[config.mk]
export PLATFORM = sky130hd
export DESIGN_NAME = rotating_priority_arbiter
export DESIGN_NICKNAME = d
export VERILOG_FILES = /design/src/rtl/arb_pkg.sv /design/src/rtl/arb_rr_pick.sv /design/src/rtl/rotating_priority_arbiter.sv
export SDC_FILE = /design/constraint.sdc
export NUM_CORES = 1
export LEC_CHECK = 0
export ABC_AREA = 1
export CAP_MARGIN = 40
export CORE_MARGIN = 4
export CORE_UTILIZATION = 53
export CTS_CLUSTER_DIAMETER = 100
export DETAILED_ROUTE_END_ITERATION = 16
export HOLD_SLACK_MARGIN = 0.05
export PLACE_DENSITY = 0.77
export SLEW_MARGIN = 5
export SYNTH_ARGS = -nofsm -noshare
export SYNTH_HDL_FRONTEND = slang
export SYNTH_SLANG_ARGS = --single-unit
[constraint.sdc]
create_clock -name clk -period 2.4 [get_ports clk]
set_clock_uncertainty 0.2 [all_clocks]
set_input_delay 0.36 -clock clk [delete_from_list [all_inputs] [get_ports clk]]
set_output_delay 0.36 -clock clk [all_outputs]
set_load 0.02 [all_outputs]
[src/rtl/arb_pkg.sv]
// Shared definitions for the rotating priority arbiter: FSM encoding, widths
// and a one-hot helper for building grant vectors.
package arb_pkg;

    localparam int NUM_REQ = 4;
    localparam int ID_W    = 2;

    typedef enum logic {
        ST_IDLE = 1'b0,
        ST_BUSY = 1'b1
    } state_t;

    function automatic logic [NUM_REQ-1:0] onehot4(input logic [ID_W-1:0] id);
        logic [NUM_REQ-1:0] v;
        v     = '0;
        v[id] = 1'b1;
        return v;
    endfunction

endpackage

[src/rtl/arb_rr_pick.sv]
// Combinational round-robin winner pick: rotate the request vector so the
// current priority pointer sits at bit 0, then take the lowest set bit.
module arb_rr_pick
    import arb_pkg::*;
(
    input  logic [NUM_REQ-1:0] req,
    input  logic [ID_W-1:0]    ptr,
    output logic               any,
    output logic [ID_W-1:0]    winner
);

    logic [2*NUM_REQ-1:0] req_dbl;
    logic [NUM_REQ-1:0]   rot;
    logic [ID_W-1:0]      offset;

    always_comb begin
        req_dbl = {req, req} >> ptr;
        rot     = req_dbl[NUM_REQ-1:0];
        any     = 1'b1;
        offset  = '0;
        casez (rot)
            4'b???1: offset = 2'd0;
            4'b??10: offset = 2'd1;
            4'b?100: offset = 2'd2;
            4'b1000: offset = 2'd3;
            default: any    = 1'b0;
        endcase
        // Offset is relative to ptr; the 2-bit add wraps 3 -> 0 for free.
        winner = offset + ptr;
    end

endmodule

[src/rtl/rotating_priority_arbiter.sv]
// Round-robin arbiter for one shared resource: grants a requester, holds the
// grant until done / request drop / MAX_HOLD overrun, then rotates priority.
module rotating_priority_arbiter
    import arb_pkg::*;
#(
    parameter int MAX_HOLD = 8
) (
    input  logic               clk,
    input  logic               reset,
    input  logic [NUM_REQ-1:0] req,
    input  logic               done,
    output logic [NUM_REQ-1:0] gnt,
    output logic               gnt_valid,
    output logic [ID_W-1:0]    gnt_id,
    output logic               timeout
);

    localparam logic [7:0] HOLD_LIM = 8'(MAX_HOLD - 1);

    state_t             state_q, state_d;
    logic [ID_W-1:0]    ptr_q, ptr_d;
    logic [7:0]         hold_cnt_q, hold_cnt_d;
    logic [NUM_REQ-1:0] gnt_q, gnt_d;
    logic               gnt_valid_q, gnt_valid_d;
    logic [ID_W-1:0]    gnt_id_q, gnt_id_d;
    logic               timeout_q, timeout_d;

    logic               pick_any;
    logic [ID_W-1:0]    pick_winner;
    logic               release_now;

    arb_rr_pick u_pick (
        .req    (req),
        .ptr    (ptr_q),
        .any    (pick_any),
        .winner (pick_winner)
    );

    always_comb begin
        state_d     = state_q;
        ptr_d       = ptr_q;
        hold_cnt_d  = hold_cnt_q;
        gnt_d       = gnt_q;
        gnt_valid_d = gnt_valid_q;
        gnt_id_d    = gnt_id_q;
        timeout_d   = 1'b0;
        release_now = done || !req[gnt_id_q] || (hold_cnt_q == HOLD_LIM);

        case (state_q)
            ST_IDLE: begin
                if (pick_any) begin
                    gnt_d       = onehot4(pick_winner);
                    gnt_id_d    = pick_winner;
                    gnt_valid_d = 1'b1;
                    hold_cnt_d  = '0;
                    state_d     = ST_BUSY;
                end
            end
            ST_BUSY: begin
                if (hold_cnt_q != HOLD_LIM) begin
                    hold_cnt_d = hold_cnt_q + 8'd1;
                end
                if (release_now) begin
                    gnt_d       = '0;
                    gnt_valid_d = 1'b0;
                    gnt_id_d    = '0;
                    hold_cnt_d  = '0;
                    ptr_d       = gnt_id_q + 2'd1;
                    state_d     = ST_IDLE;
                    // Only a pure overrun counts: done or a dropped request take precedence.
                    timeout_d   = !done && req[gnt_id_q];
                end
            end
            default: state_d = ST_IDLE;
        endcase
    end

    always_ff @(posedge clk) begin
        if (reset) begin
            state_q     <= ST_IDLE;
            ptr_q       <= '0;
            hold_cnt_q  <= '0;
            gnt_q       <= '0;
            gnt_valid_q <= 1'b0;
            gnt_id_q    <= '0;
            timeout_q   <= 1'b0;
        end else begin
            state_q     <= state_d;
            ptr_q       <= ptr_d;
            hold_cnt_q  <= hold_cnt_d;
            gnt_q       <= gnt_d;
            gnt_valid_q <= gnt_valid_d;
            gnt_id_q    <= gnt_id_d;
            timeout_q   <= timeout_d;
        end
    end

    assign gnt       = gnt_q;
    assign gnt_valid = gnt_valid_q;
    assign gnt_id    = gnt_id_q;
    assign timeout   = timeout_q;

endmodule

==> PnR_summary.wiki <==
{| class="wikitable"
! Metric !! Value
|-
| Post-Syn Area || 1130 um2
|-
| Post-layout min period || 2170 ps
|-
| IO buf count || 14
|-
| Setup violation total in the final timing report || 0
|-
| Net Count, Synth || 165
|-
| Number of antenna violations at the first check in global routing || 0
|-
| Worst stage delay on the critical path || 510 ps
|-
| # clock sinks || 19
|-
| Pleak || 0.586 nW
|-
| Portion of total power attributed to combinational logic || 49.3%
|-
| Routed wire per std cell || 11.9 um
|-
| Aggregate routed wire length || 2.42 mm
|-
| Type of the tightest min-delay check || reg2reg
|-
| Half-perimeter wire length after detailed placement || 1.91 mm
|-
| Share of power burned in registers || 37.2%
|-
| Total of hold buffers inserted after clock tree synthesis || 0
|-
| Fin. max-slew vios || 0
|-
| DRT iter0 DRCs || 27
|-
| Gate Count Post-Synth || 156
|-
| Share of the clock period used by the worst path after layout || 90.3%
|-
| Count of vias placed by the detailed router || 1092
|-
| Critical Path End Type || flop
|-
| Clock-pin slew on the worst setup and hold paths || 100 ps
|-
| First-pass iteration count of the detailed router || 4
|-
| Post-cts sizing count || 0
|-
| Synthesis-stage register bit count || 19
|-
| Vertical extent of the die || 54.1 um
|-
| Worst endpoint required time || 2390 ps
|-
| Via density per instance || 5.35
|-
| Unrepaired setup endpoints after global routing || no
|-
| Summed negative setup slack over all endpoints || 0 ps
|-
| Starting utilization of the core area || 56.4%
|-
| Launching element type of the critical path || input pin
|-
| Unique masters post-synth || 27
|-
| Outcome || finished, final reports clean
|-
| Number of global-route vias before repair || 1053
|-
| Most prevalent standard cell on the critical path || sky130_fd_sc_hd__nand3_1
|-
| Max Fclk || 0.462 GHz
|-
| Global-route wire length before repair || 4.15 mm
|-
| Max-cap violation count || 0
|-
| CTS root buf || sky130_fd_sc_hd__clkbuf_4
|-
| Average footprint of a synthesized cell || 7.23 um2
|-
| Cell type group with the largest total delay on the critical path || simple AND/OR/NAND/NOR gates
|-
| Clock tree from TritonCTS || built
|-
| DRT antenna net count || 0
|-
| Clock network latency to the later pin of the worst-skew pair || 290 ps
|-
| Ratio of cells with drive above 1 in the final layout || 18.6%
|-
| Die width || 54.1 um
|-
| Instance count after placement with tap cells included || 200
|-
| Core Footprint || 2000 um2
|-
| Clock network fraction of total power || 13.5%
|-
| Layout-stage area growth over the synthesis result || 20.1%
|-
| Final number of hold-violating endpoints || 0
|-
| Portion of the post-synthesis area used by sequential elements || 33.7%
|-
| Int Pwr || 670 uW
|-
| Number of warnings issued by yosys || 0
|-
| Number of core rows || 16
|-
| Tightest slew margin relative to the limit || 78.2%
|-
| Clock Tree Buf Depth || 2
|-
| Pwr/cell area || 865 nW/um2
|-
| Number of inserted diodes || 0
|-
| Critical-path maximum fanout || 5
|-
| GRT Overall Usage || 18.7%
|-
| Nets@finish || 187
|-
| Slowest cell on crit path || sky130_fd_sc_hd__clkdlybuf4s50_1
|-
| IR drop worst, VDD || 0.000607 V
|-
| I/O pins || 15
|-
| Total die area || 2930 um2
|-
| Setup Fix Bufs, Post-CTS || 0
|-
| Pin count of the biggest net entering global routing || 12
|-
| Switching power share of the total || 42.8%
|-
| R2R setup slack || 270 ps
|-
| Gr ovfl total || 0
|-
| Number of buffers created by CTS || 3
|-
| Crit Path Class || in2reg
|-
| Fill cell count || 191
|-
| Filler-free cell count of the finished design || 204
|-
| Number of H-tree levels || 1
|-
| Ordered cell list for the critical path || clkdlybuf4s50_1 -> nand2_1 -> nand3_1 -> nand3_1 -> a21boi_0 -> ha_1 -> xor2_1 -> inv_1 -> nand3_1 -> nand2_1 -> nand3_1 -> nand2_1
|-
| Routability Congestion || 0.743
|-
| Least-Margin Pin Slew || 326 ps
|-
| WP data arrival || 2160 ps
|-
| NetSw || 502 uW
|-
| Buffering stage count on the worst path with inverters included || 2
|-
| DRC violations left || 0
|}
==> stage by stage <==
stage	hold slack, ps	total power, mW	cell area (um2)	setup WS, ps	util (%)
after floorplan	246	0.825	1130	489	-
final	272	1.17	1360	233	67.7
after detailed placement	257	1.02	1330	-70.5	66.4
after global placement	248	1.00	1330	-18.4	66.4
after CTS	277	1.18	1360	235	67.7
after global routing	300	1.26	1360	64.6	67.7
==> sequential cells by signal, summed over array words and instances (netlist names) <==
signal / cells
gnt_id: 2
state_q: 1
gnt_valid: 1
ptr_q: 2
hold_cnt_q: 8
gnt: 4
timeout: 1
==> synthesized netlist by cell type (all sizes together) <==
master | number | area share, %
nand2 | 45 | 19
nand3 | 32 | 15
dfxtp | 19 | 34
inv | 19 | 6.3
a21oi | 9 | 6.3
nor2 | 8 | 4.8
o21ai | 5 | 2.2
nor3 | 3 | 1.3
xor2 | 3 | 2.3
ha | 2 | 2.2
nand3b | 2 | 1.3
o21bai | 2 | 1.3
o22ai | 2 | 1.1
a21boi | 1 | 0.67
clkbuf | 1 | 0.33
clkinv | 1 | 0.44
nand4 | 1 | 0.55
xnor2 | 1 | 0.78
==> final cells by class <==
type	instances	area, um2	area share (%)
inverters	20	76.3	5.63
well taps	27	33.8	2.49
clock buffers	4	26.3	1.94
repair buffers	18	170	12.6
flip-flops and latches	19	380	28.1
multi-input cells	116	668	49.3
==> metal layers <==
| metal | part of all wire [%] | wire [um] | vias up | track usage [%] |
|---|---|---|---|---|
| met2 | 50 | 1210 | 16 | 34.1 |
| met3 | 3.4 | 82 | 2 | 2.22 |
| li1 | - | - | 558 | - |
| met1 | 46 | 1120 | 516 | 22.0 |
| met4 | 0.58 | 14 | 0 | 7.05 |
| met5 | 0 | 0 | - | 0 |
==> cells by family (layout without fill, tap and decap cells) <==
| group | Yosys count | count (layout) | share of synthesized area (%) |
|---|---|---|---|
| xor+xnor | 4 | 4 | 3.10 |
| simple gates | 91 | 91 | 42.2 |
| flops | 19 | 19 | 33.7 |
| fa+ha+maj | 2 | 2 | 2.22 |
| buf+inv | 21 | 42 | 7.09 |
| compound gates | 19 | 19 | 11.6 |
==> power groups by stage <==
stage	Clock (mW)	Combinational, mW	Sequential, mW
final	0.158	0.578	0.436
after global routing	0.176	0.636	0.445
after CTS	0.163	0.579	0.437
after detailed placement	0	0.578	0.444
after global placement	0	0.564	0.439
after floorplan	0	0.343	0.481
==> path summary, 6_finish.rpt <==
path                            startpoint  endpoint  cells after the start
worst max-delay path                req[2]    gnt[3]                     12
worst min register to register      gnt[3]    gnt[3]                      2
worst min-delay path                gnt[3]    gnt[3]                      2
worst max register to register    ptr_q[0]    gnt[3]                     13
==> tightest hold or removal path, delay by kind of cell, from the launching register on <==
kind / cells / cell delay [ps]
flops: 1 / 320
simple gates: 2 / 120
==> placed cells by master, fill, tap and decap left out, drive strengths merged <==
cell type and instances:
nand3b 2, buf 4, clkinv 1, o22ai 2, nor2 8, inv 19, ha 2, clkdlybuf4s50 14
a21boi 1, nand4 1, nand2 45, xnor2 1, a21oi 9, nand3 32, dfxtp 19, nor3 3
o21ai 5, xor2 3, clkbuf 4, o21bai 2
Power figures use the tool's default switching activity.
